### src/rtl/adder3_chain_sequencer_if.sv
// Operand/result valid-ready bundle for adder3_chain_sequencer.
// ADDER3_CHAIN_SUB_EN adds in_sub to the operand side.
interface adder3_chain_sequencer_if #(
    parameter int WIDTH = 12
);
    logic             in_valid;
    logic             in_ready;
    logic [WIDTH-1:0] in_a;
    logic [WIDTH-1:0] in_b;
    logic             in_cin;
`ifdef ADDER3_CHAIN_SUB_EN
    logic             in_sub;
`endif
    logic             out_valid;
    logic             out_ready;
    logic [WIDTH-1:0] out_sum;
    logic             out_cout;

`ifdef ADDER3_CHAIN_SUB_EN
    modport master (
        output in_valid, in_a, in_b, in_cin, in_sub, out_ready,
        input  in_ready, out_valid, out_sum, out_cout
    );
    modport slave (
        input  in_valid, in_a, in_b, in_cin, in_sub, out_ready,
        output in_ready, out_valid, out_sum, out_cout
    );
`else
    modport master (
        output in_valid, in_a, in_b, in_cin, out_ready,
        input  in_ready, out_valid, out_sum, out_cout
    );
    modport slave (
        input  in_valid, in_a, in_b, in_cin, out_ready,
        output in_ready, out_valid, out_sum, out_cout
    );
`endif
endinterface

### src/rtl/adder3_chain_sequencer.sv
// Feeds a 3-bit combinational adder digit by digit, rippling carry.
// ADDER3_CHAIN_SUB_EN adds subtraction (invert B, carry-in 1).
module adder3_chain_sequencer #(
    parameter int DIGITS        = 4,
    parameter int SETTLE_CYCLES = 1
) (
    input  logic                     clk,
    input  logic                     rst_n,
    adder3_chain_sequencer_if.slave  bus,
    output logic                     pi0,
    output logic                     pi1,
    output logic                     pi2,
    output logic                     pi3,
    output logic                     pi4,
    output logic                     pi5,
    output logic                     pi6,
    input  logic                     po0,
    input  logic                     po1,
    input  logic                     po2,
    input  logic                     po3,
    output logic                     busy
);
    localparam int WIDTH = 3 * DIGITS;
    localparam int IDXW  = (DIGITS > 1) ? $clog2(DIGITS) : 1;
    localparam int SETW  = (SETTLE_CYCLES > 1) ? $clog2(SETTLE_CYCLES) : 1;
    localparam logic [IDXW-1:0] LAST_IDX = IDXW'(DIGITS - 1);
    localparam logic [SETW-1:0] LAST_SET = SETW'(SETTLE_CYCLES - 1);

    typedef enum logic [1:0] {
        S_IDLE,
        S_ISSUE,
        S_DONE
    } state_t;

    state_t           r_state, w_state_nxt;
    logic             r_in_ready, w_in_ready_nxt;
    logic [WIDTH-1:0] r_a, w_a_nxt;
    logic [WIDTH-1:0] r_b, w_b_nxt;
    logic [WIDTH-1:0] r_sum, w_sum_nxt;
    logic             r_cout, w_cout_nxt;
    logic [IDXW-1:0]  r_idx, w_idx_nxt;
    logic [SETW-1:0]  r_settle, w_settle_nxt;
    logic [6:0]       r_pi, w_pi_nxt;

    logic             w_accept;
    logic             w_sub;
    logic [WIDTH-1:0] w_b_eff;
    logic             w_cin_eff;
    logic [2:0]       w_po_sum;
    logic [WIDTH-1:0] w_a_sh;
    logic [WIDTH-1:0] w_b_sh;

    // Bit k of the result is pin pik; r_pi[6] doubles as the carry register.
    function automatic logic [6:0] pack_pi(
        input logic [2:0] a,
        input logic [2:0] b,
        input logic       c
    );
        return {c, b[0], a[0], b[1], b[2], a[1], a[2]};
    endfunction

`ifdef ADDER3_CHAIN_SUB_EN
    assign w_sub = bus.in_sub;
`else
    assign w_sub = 1'b0;
`endif

    assign w_b_eff   = w_sub ? ~bus.in_b : bus.in_b;
    assign w_cin_eff = w_sub | bus.in_cin;
    assign w_accept  = (r_state == S_IDLE) & r_in_ready & bus.in_valid;
    assign w_po_sum  = {po1, po2, po3};
    assign w_a_sh    = r_a >> 3;
    assign w_b_sh    = r_b >> 3;

    always_ff @(posedge clk or negedge rst_n) begin
        if (!rst_n) begin
            r_state    <= S_IDLE;
            r_in_ready <= 1'b0;
            r_a        <= '0;
            r_b        <= '0;
            r_sum      <= '0;
            r_cout     <= 1'b0;
            r_idx      <= '0;
            r_settle   <= '0;
            r_pi       <= '0;
        end else begin
            r_state    <= w_state_nxt;
            r_in_ready <= w_in_ready_nxt;
            r_a        <= w_a_nxt;
            r_b        <= w_b_nxt;
            r_sum      <= w_sum_nxt;
            r_cout     <= w_cout_nxt;
            r_idx      <= w_idx_nxt;
            r_settle   <= w_settle_nxt;
            r_pi       <= w_pi_nxt;
        end
    end

    always_comb begin
        w_state_nxt    = r_state;
        w_in_ready_nxt = r_in_ready;
        w_a_nxt        = r_a;
        w_b_nxt        = r_b;
        w_sum_nxt      = r_sum;
        w_cout_nxt     = r_cout;
        w_idx_nxt      = r_idx;
        w_settle_nxt   = r_settle;
        w_pi_nxt       = r_pi;
        unique case (r_state)
            S_IDLE: begin
                w_in_ready_nxt = 1'b1;
                if (w_accept) begin
                    w_state_nxt    = S_ISSUE;
                    w_in_ready_nxt = 1'b0;
                    w_a_nxt        = bus.in_a;
                    w_b_nxt        = w_b_eff;
                    w_sum_nxt      = '0;
                    w_cout_nxt     = 1'b0;
                    w_idx_nxt      = '0;
                    w_settle_nxt   = '0;
                    w_pi_nxt       = pack_pi(bus.in_a[2:0], w_b_eff[2:0],
                                             w_cin_eff);
                end
            end
            S_ISSUE: begin
                if (r_settle == LAST_SET) begin
                    w_settle_nxt = '0;
                    for (int d = 0; d < DIGITS; d++) begin
                        if (r_idx == IDXW'(d)) begin
                            w_sum_nxt[3*d +: 3] = w_po_sum;
                        end
                    end
                    if (r_idx == LAST_IDX) begin
                        w_state_nxt = S_DONE;
                        w_cout_nxt  = po0;
                        w_pi_nxt    = '0;
                    end else begin
                        w_idx_nxt = r_idx + 1'b1;
                        w_a_nxt   = w_a_sh;
                        w_b_nxt   = w_b_sh;
                        w_pi_nxt  = pack_pi(w_a_sh[2:0], w_b_sh[2:0], po0);
                    end
                end else begin
                    w_settle_nxt = r_settle + 1'b1;
                end
            end
            S_DONE: begin
                if (bus.out_ready) begin
                    w_state_nxt    = S_IDLE;
                    w_in_ready_nxt = 1'b1;
                end
            end
            default: begin
                w_state_nxt = S_IDLE;
            end
        endcase
    end

    assign bus.in_ready  = r_in_ready;
    assign bus.out_valid = (r_state == S_DONE);
    assign bus.out_sum   = r_sum;
    assign bus.out_cout  = r_cout;
    assign busy          = (r_state != S_IDLE);

    assign pi0 = r_pi[0];
    assign pi1 = r_pi[1];
    assign pi2 = r_pi[2];
    assign pi3 = r_pi[3];
    assign pi4 = r_pi[4];
    assign pi5 = r_pi[5];
    assign pi6 = r_pi[6];
endmodule

### src/flat_wrapper.sv
// flat-port wrapper written by rule: the top's interface ports become plain ports
module adder3_chain_sequencer_flat 
#(
    parameter int DIGITS        = 4,
    parameter int SETTLE_CYCLES = 1
)
  (clk, rst_n, pi0, pi1, pi2, pi3, pi4, pi5, pi6, po0, po1, po2, po3, busy, bus_in_valid, bus_in_a, bus_in_b, bus_in_cin, bus_out_ready, bus_in_ready, bus_out_valid, bus_out_sum, bus_out_cout);
  adder3_chain_sequencer_if #(.WIDTH((3 * (4)))) bus_i ();
  input  logic clk;
  input  logic rst_n;
  output logic pi0;
  output logic pi1;
  output logic pi2;
  output logic pi3;
  output logic pi4;
  output logic pi5;
  output logic pi6;
  input  logic po0;
  input  logic po1;
  input  logic po2;
  input  logic po3;
  output logic busy;
  input wire logic [$bits(bus_i.in_valid)-1:0] bus_in_valid;
  input wire logic [$bits(bus_i.in_a)-1:0] bus_in_a;
  input wire logic [$bits(bus_i.in_b)-1:0] bus_in_b;
  input wire logic [$bits(bus_i.in_cin)-1:0] bus_in_cin;
  input wire logic [$bits(bus_i.out_ready)-1:0] bus_out_ready;
  output wire logic [$bits(bus_i.in_ready)-1:0] bus_in_ready;
  output wire logic [$bits(bus_i.out_valid)-1:0] bus_out_valid;
  output wire logic [$bits(bus_i.out_sum)-1:0] bus_out_sum;
  output wire logic [$bits(bus_i.out_cout)-1:0] bus_out_cout;
  assign bus_i.in_valid = bus_in_valid;
  assign bus_i.in_a = bus_in_a;
  assign bus_i.in_b = bus_in_b;
  assign bus_i.in_cin = bus_in_cin;
  assign bus_i.out_ready = bus_out_ready;
  assign bus_in_ready = bus_i.in_ready;
  assign bus_out_valid = bus_i.out_valid;
  assign bus_out_sum = bus_i.out_sum;
  assign bus_out_cout = bus_i.out_cout;
  adder3_chain_sequencer #(.DIGITS(DIGITS), .SETTLE_CYCLES(SETTLE_CYCLES)) u_core (.clk(clk), .rst_n(rst_n), .bus(bus_i), .pi0(pi0), .pi1(pi1), .pi2(pi2), .pi3(pi3), .pi4(pi4), .pi5(pi5), .pi6(pi6), .po0(po0), .po1(po1), .po2(po2), .po3(po3), .busy(busy));
endmodule
### config.mk
export PLATFORM = sky130hd
export DESIGN_NAME = adder3_chain_sequencer_flat
export DESIGN_NICKNAME = d
export VERILOG_FILES = /design/src/rtl/adder3_chain_sequencer_if.sv /design/src/rtl/adder3_chain_sequencer.sv /design/src/flat_wrapper.sv
export SDC_FILE = /design/constraint.sdc
export NUM_CORES = 1
export LEC_CHECK = 0
export ABC_AREA = 1
export BUFFER_PORTS_ARGS = -buffer_cell sky130_fd_sc_hd__buf_2
export CORE_ASPECT_RATIO = 2
export CORE_MARGIN = 1.5
export CORE_UTILIZATION = 38
export CTS_CLUSTER_SIZE = 20
export DETAILED_ROUTE_END_ITERATION = 10
export GPL_TIMING_DRIVEN = 0
export PLACE_DENSITY_LB_ADDON = 0.08
export REMOVE_ABC_BUFFERS = 1
export SLEW_MARGIN = 20
export SYNTH_ARGS = -nofsm -noshare
export SYNTH_HDL_FRONTEND = slang
export SYNTH_SLANG_ARGS = --single-unit
export TNS_END_PERCENT = 10
### constraint.sdc
create_clock -name clk -period 3.27 [get_ports clk]
set_clock_uncertainty 0.15 [all_clocks]
set_input_delay 0.327 -clock clk [delete_from_list [all_inputs] [get_ports clk]]
set_output_delay 0.327 -clock clk [all_outputs]
set_load 0.02 [all_outputs]
==> results.txt <==
outcome = finished clean
Inserted Diodes = 0
total gr overflow = 0
Leak = 0.00153 uW
drt total wl = 5050 um
worst reg2reg path endpoint = u_core.r_a[5]
Starting Density = 0.389
MaxCap Viol Count = 0
Num CTS Buffers = 5
RSZ-0062 raised after global routing = no
die area = 0.00629 sq mm
final setup margin = 0.549 ns
multiplexer share of the synthesized area = 0
nets = 363
Synth Cell Area = 0.00220 sq mm
post-DP HPWL = 3300 um
simple-gate share of the synthesized area = 0.399
Cell Area, Placed = 0.00243 sq mm
CTS Root Buffer Type = clkbuf_16
top-area cell type share of the netlist area = 0.488
CTS Buffer Depth = 2
ys flop type = dfrtp_1
Yosys cell types = 17
hold_buf cts = 0
net switching power = 1240 uW
relative slew slack = 0.264
number of flops mapped to enable cells by yosys = 0
Post-DRT Antenna Nets = 0
Slew Viols, Final = 0
vias per cell = 5.07
count leader, synth = nand2_1
die span in y = 111 um
GR Util met3 = 0.0315
Reg2Reg Depth = 6
initial antenna violation count = 0
fraction of registers with async set/reset = 1.00
global-route wire length before repair = 8630 um
ranking of synthesized cells by area = dfrtp_1 49%, nand2_1 20%, nand3_1 12%
sequential share of power = 0.349
clock slew at reported path FFs = 0.06 ns
Register Area = 0.00108 sq mm
WS Path Type = flop to flop
CP dominant cell by count = nand2_1
clock power share = 0.193
CP cell instances = inv_2, nor2_2, nand2_2, nand2_4, nand2_1, nand2_1
vias post-DR = 1966
cell area after layout = 0.00259 sq mm
Tmin final = 2.72 ns
Ports = 56
GP Congestion = 0.712
complex-gate fraction of the synthesized area = 0.00568
launch point of the worst path = u_core.r_state[0]
Critical Path RT = 3.34 ns
switching share of power = 0.453
Fin Setup TNS = 0 ns
RR Startpoint = u_core.r_state[0]
largest net degree at the start of global routing = 44
CP bufs+invs = 1
H-tree levels = 2
Finished Core Util = 0.457
Logic pwr share = 0.458
Seq cells post-synth = 43
gr usage total = 0.171
core area = 0.00566 sq mm
Yosys warnings = 0
Pint = 1490 uW
worst slew pin tran = 1.10 ns
Max IR drop VDD = 0.526 mV
Hold WC Path Type = input port to async pin
met2 GRT Util = 0.315
cell count after synthesis = 280
crit start category = flop
area grow syn2layout = 17.5%
fin crit share = 0.832
DRC viols = 0
DR WL/cell = 13.0 um
CP max FO = 29
xor/xnor share of the synthesized area = 0
final setup fails = 0
FP Rows = 39
fmax = 368 MHz
CP Capture Point = u_core.r_a[5]
power per cell area = 1060 mW/mm^2
worst slack, placed = 0.532 ns
most common library cells after synthesis = 119 x nand2_1, 53 x nand3_1, 43 x dfrtp_1, 14 x inv_1, 12 x nand4_1
Post-Synth Adder-Cell Area = 0.0227
data arrival time of the critical path = 2.79 ns
CP max stage cell = dfrtp_1
largest family of logic cells by synthesized area = simple AND/OR/NAND/NOR gates
Syn Area/Cell = 7.87 sq um
R2R Setup Slk = 0.55 ns
Clock Latency Late Sink = 0.28 ns
CTS sink count = 43
CTS tree = yes
CP delay by family, top = simple AND/OR/NAND/NOR gates
final hold violation count = 0
Synth area leader = dfrtp_1
GRT busiest layer = met2
# port buffers = 55
# Post-CTS Setup Buffers = 0
fill count = 616
Critical Path End Type = flop
vias in the first global route = 1905
Die X = 56.8 um
DRT Pass-1 Iters = 4
area occupied by multi-input gates = 941 sq um
# resized after CTS = 0
Crit path largest cell delay = 1.07 ns
layout cell share with drive strength beyond 1 = 0.217
Iter 0 DRT Violations = 113
Seq/Total Area, Yosys = 0.488
stages on the worst setup path = 6
met1 GRT Util = 0.189
[power by group through the flow]
stage               Clock, uW  Sequential (uW)  Combinational, uW
floorplan                   0             1050                786
global placement            0              953               1260
detailed placement          0              964               1270
CTS                       541              956               1280
global route              563              985               1440
finish                    527              955               1250
[metal layers]
metal,share of wire,wire length (um)
met1,0.40,2020
met2,0.54,2740
met3,0.042,211
met4,0.015,74
met5,0,0
[metrics by stage]
stage          total power (uW)  cells  hold slack [ns]
2_1_floorplan              1840    264           -0.119
3_3_place_gp               2220    380            0.330
3_5_place_dp               2230    380            0.333
4_1_cts                    2770    388           0.0842
5_1_grt                    2990    388            0.102
6_report                   2730    388           0.0467
[final cells by class]
type	instances	share of cell area
sequential	43	0.416
multi-input combinational	205	0.363
timing repair buffer	55	0.106
clock buffer	7	0.0590
tap	61	0.0295
inverter	16	0.0232
clock inverter	1	0.00290
[cells in the final DEF, fill, tap and decap left out]
cell	n
nand2_1	119
buf_2	55
nand3_1	53
dfrtp_1	43
inv_1	14
nand4_1	12
nor2_1	9
clkbuf_16	5
ha_1	4
nand2_4	3
inv_2	2
clkbuf_8	2
nor2_4	1
nor2_2	1
nand2_2	1
a21oi_1	1
o31ai_1	1
clkinvlp_4	1
[state kept, by name (all words and copies together), names as in the netlist]
name / count
u_core.bus.out_sum: 12
u_core.r_b: 9
u_core.r_state: 2
u_core.bus.out_cout: 1
u_core.bus.in_ready: 1
u_core.r_a: 9
u_core.r_idx: 2
u_core.r_pi: 7
[worst min-delay path by stage]
stage | slack (ns) | end | startpoint | cells past startpoint
global placement | 0.33 | u_core.bus.out_sum[11] | u_core.bus.out_sum[11] | 2
CTS | 0.08 | u_core.bus.out_sum[7] | rst_n | 1
floorplan | -0.12 | u_core.bus.in_ready | rst_n | 0
detailed placement | 0.33 | u_core.bus.out_sum[11] | u_core.bus.out_sum[11] | 2
finish | 0.05 | u_core.bus.out_sum[3] | rst_n | 1
global route | 0.10 | u_core.r_a[10] | bus_in_a[10] | 3
[cells by family (layout without fill, tap and decap cells)]
group           Yosys count  in the layout
buf+inv                  32             79
flops                    43             43
fa+ha+maj                 4              4
simple gates            199            199
compound gates            2              2
Power figures use the tool's default switching activity.
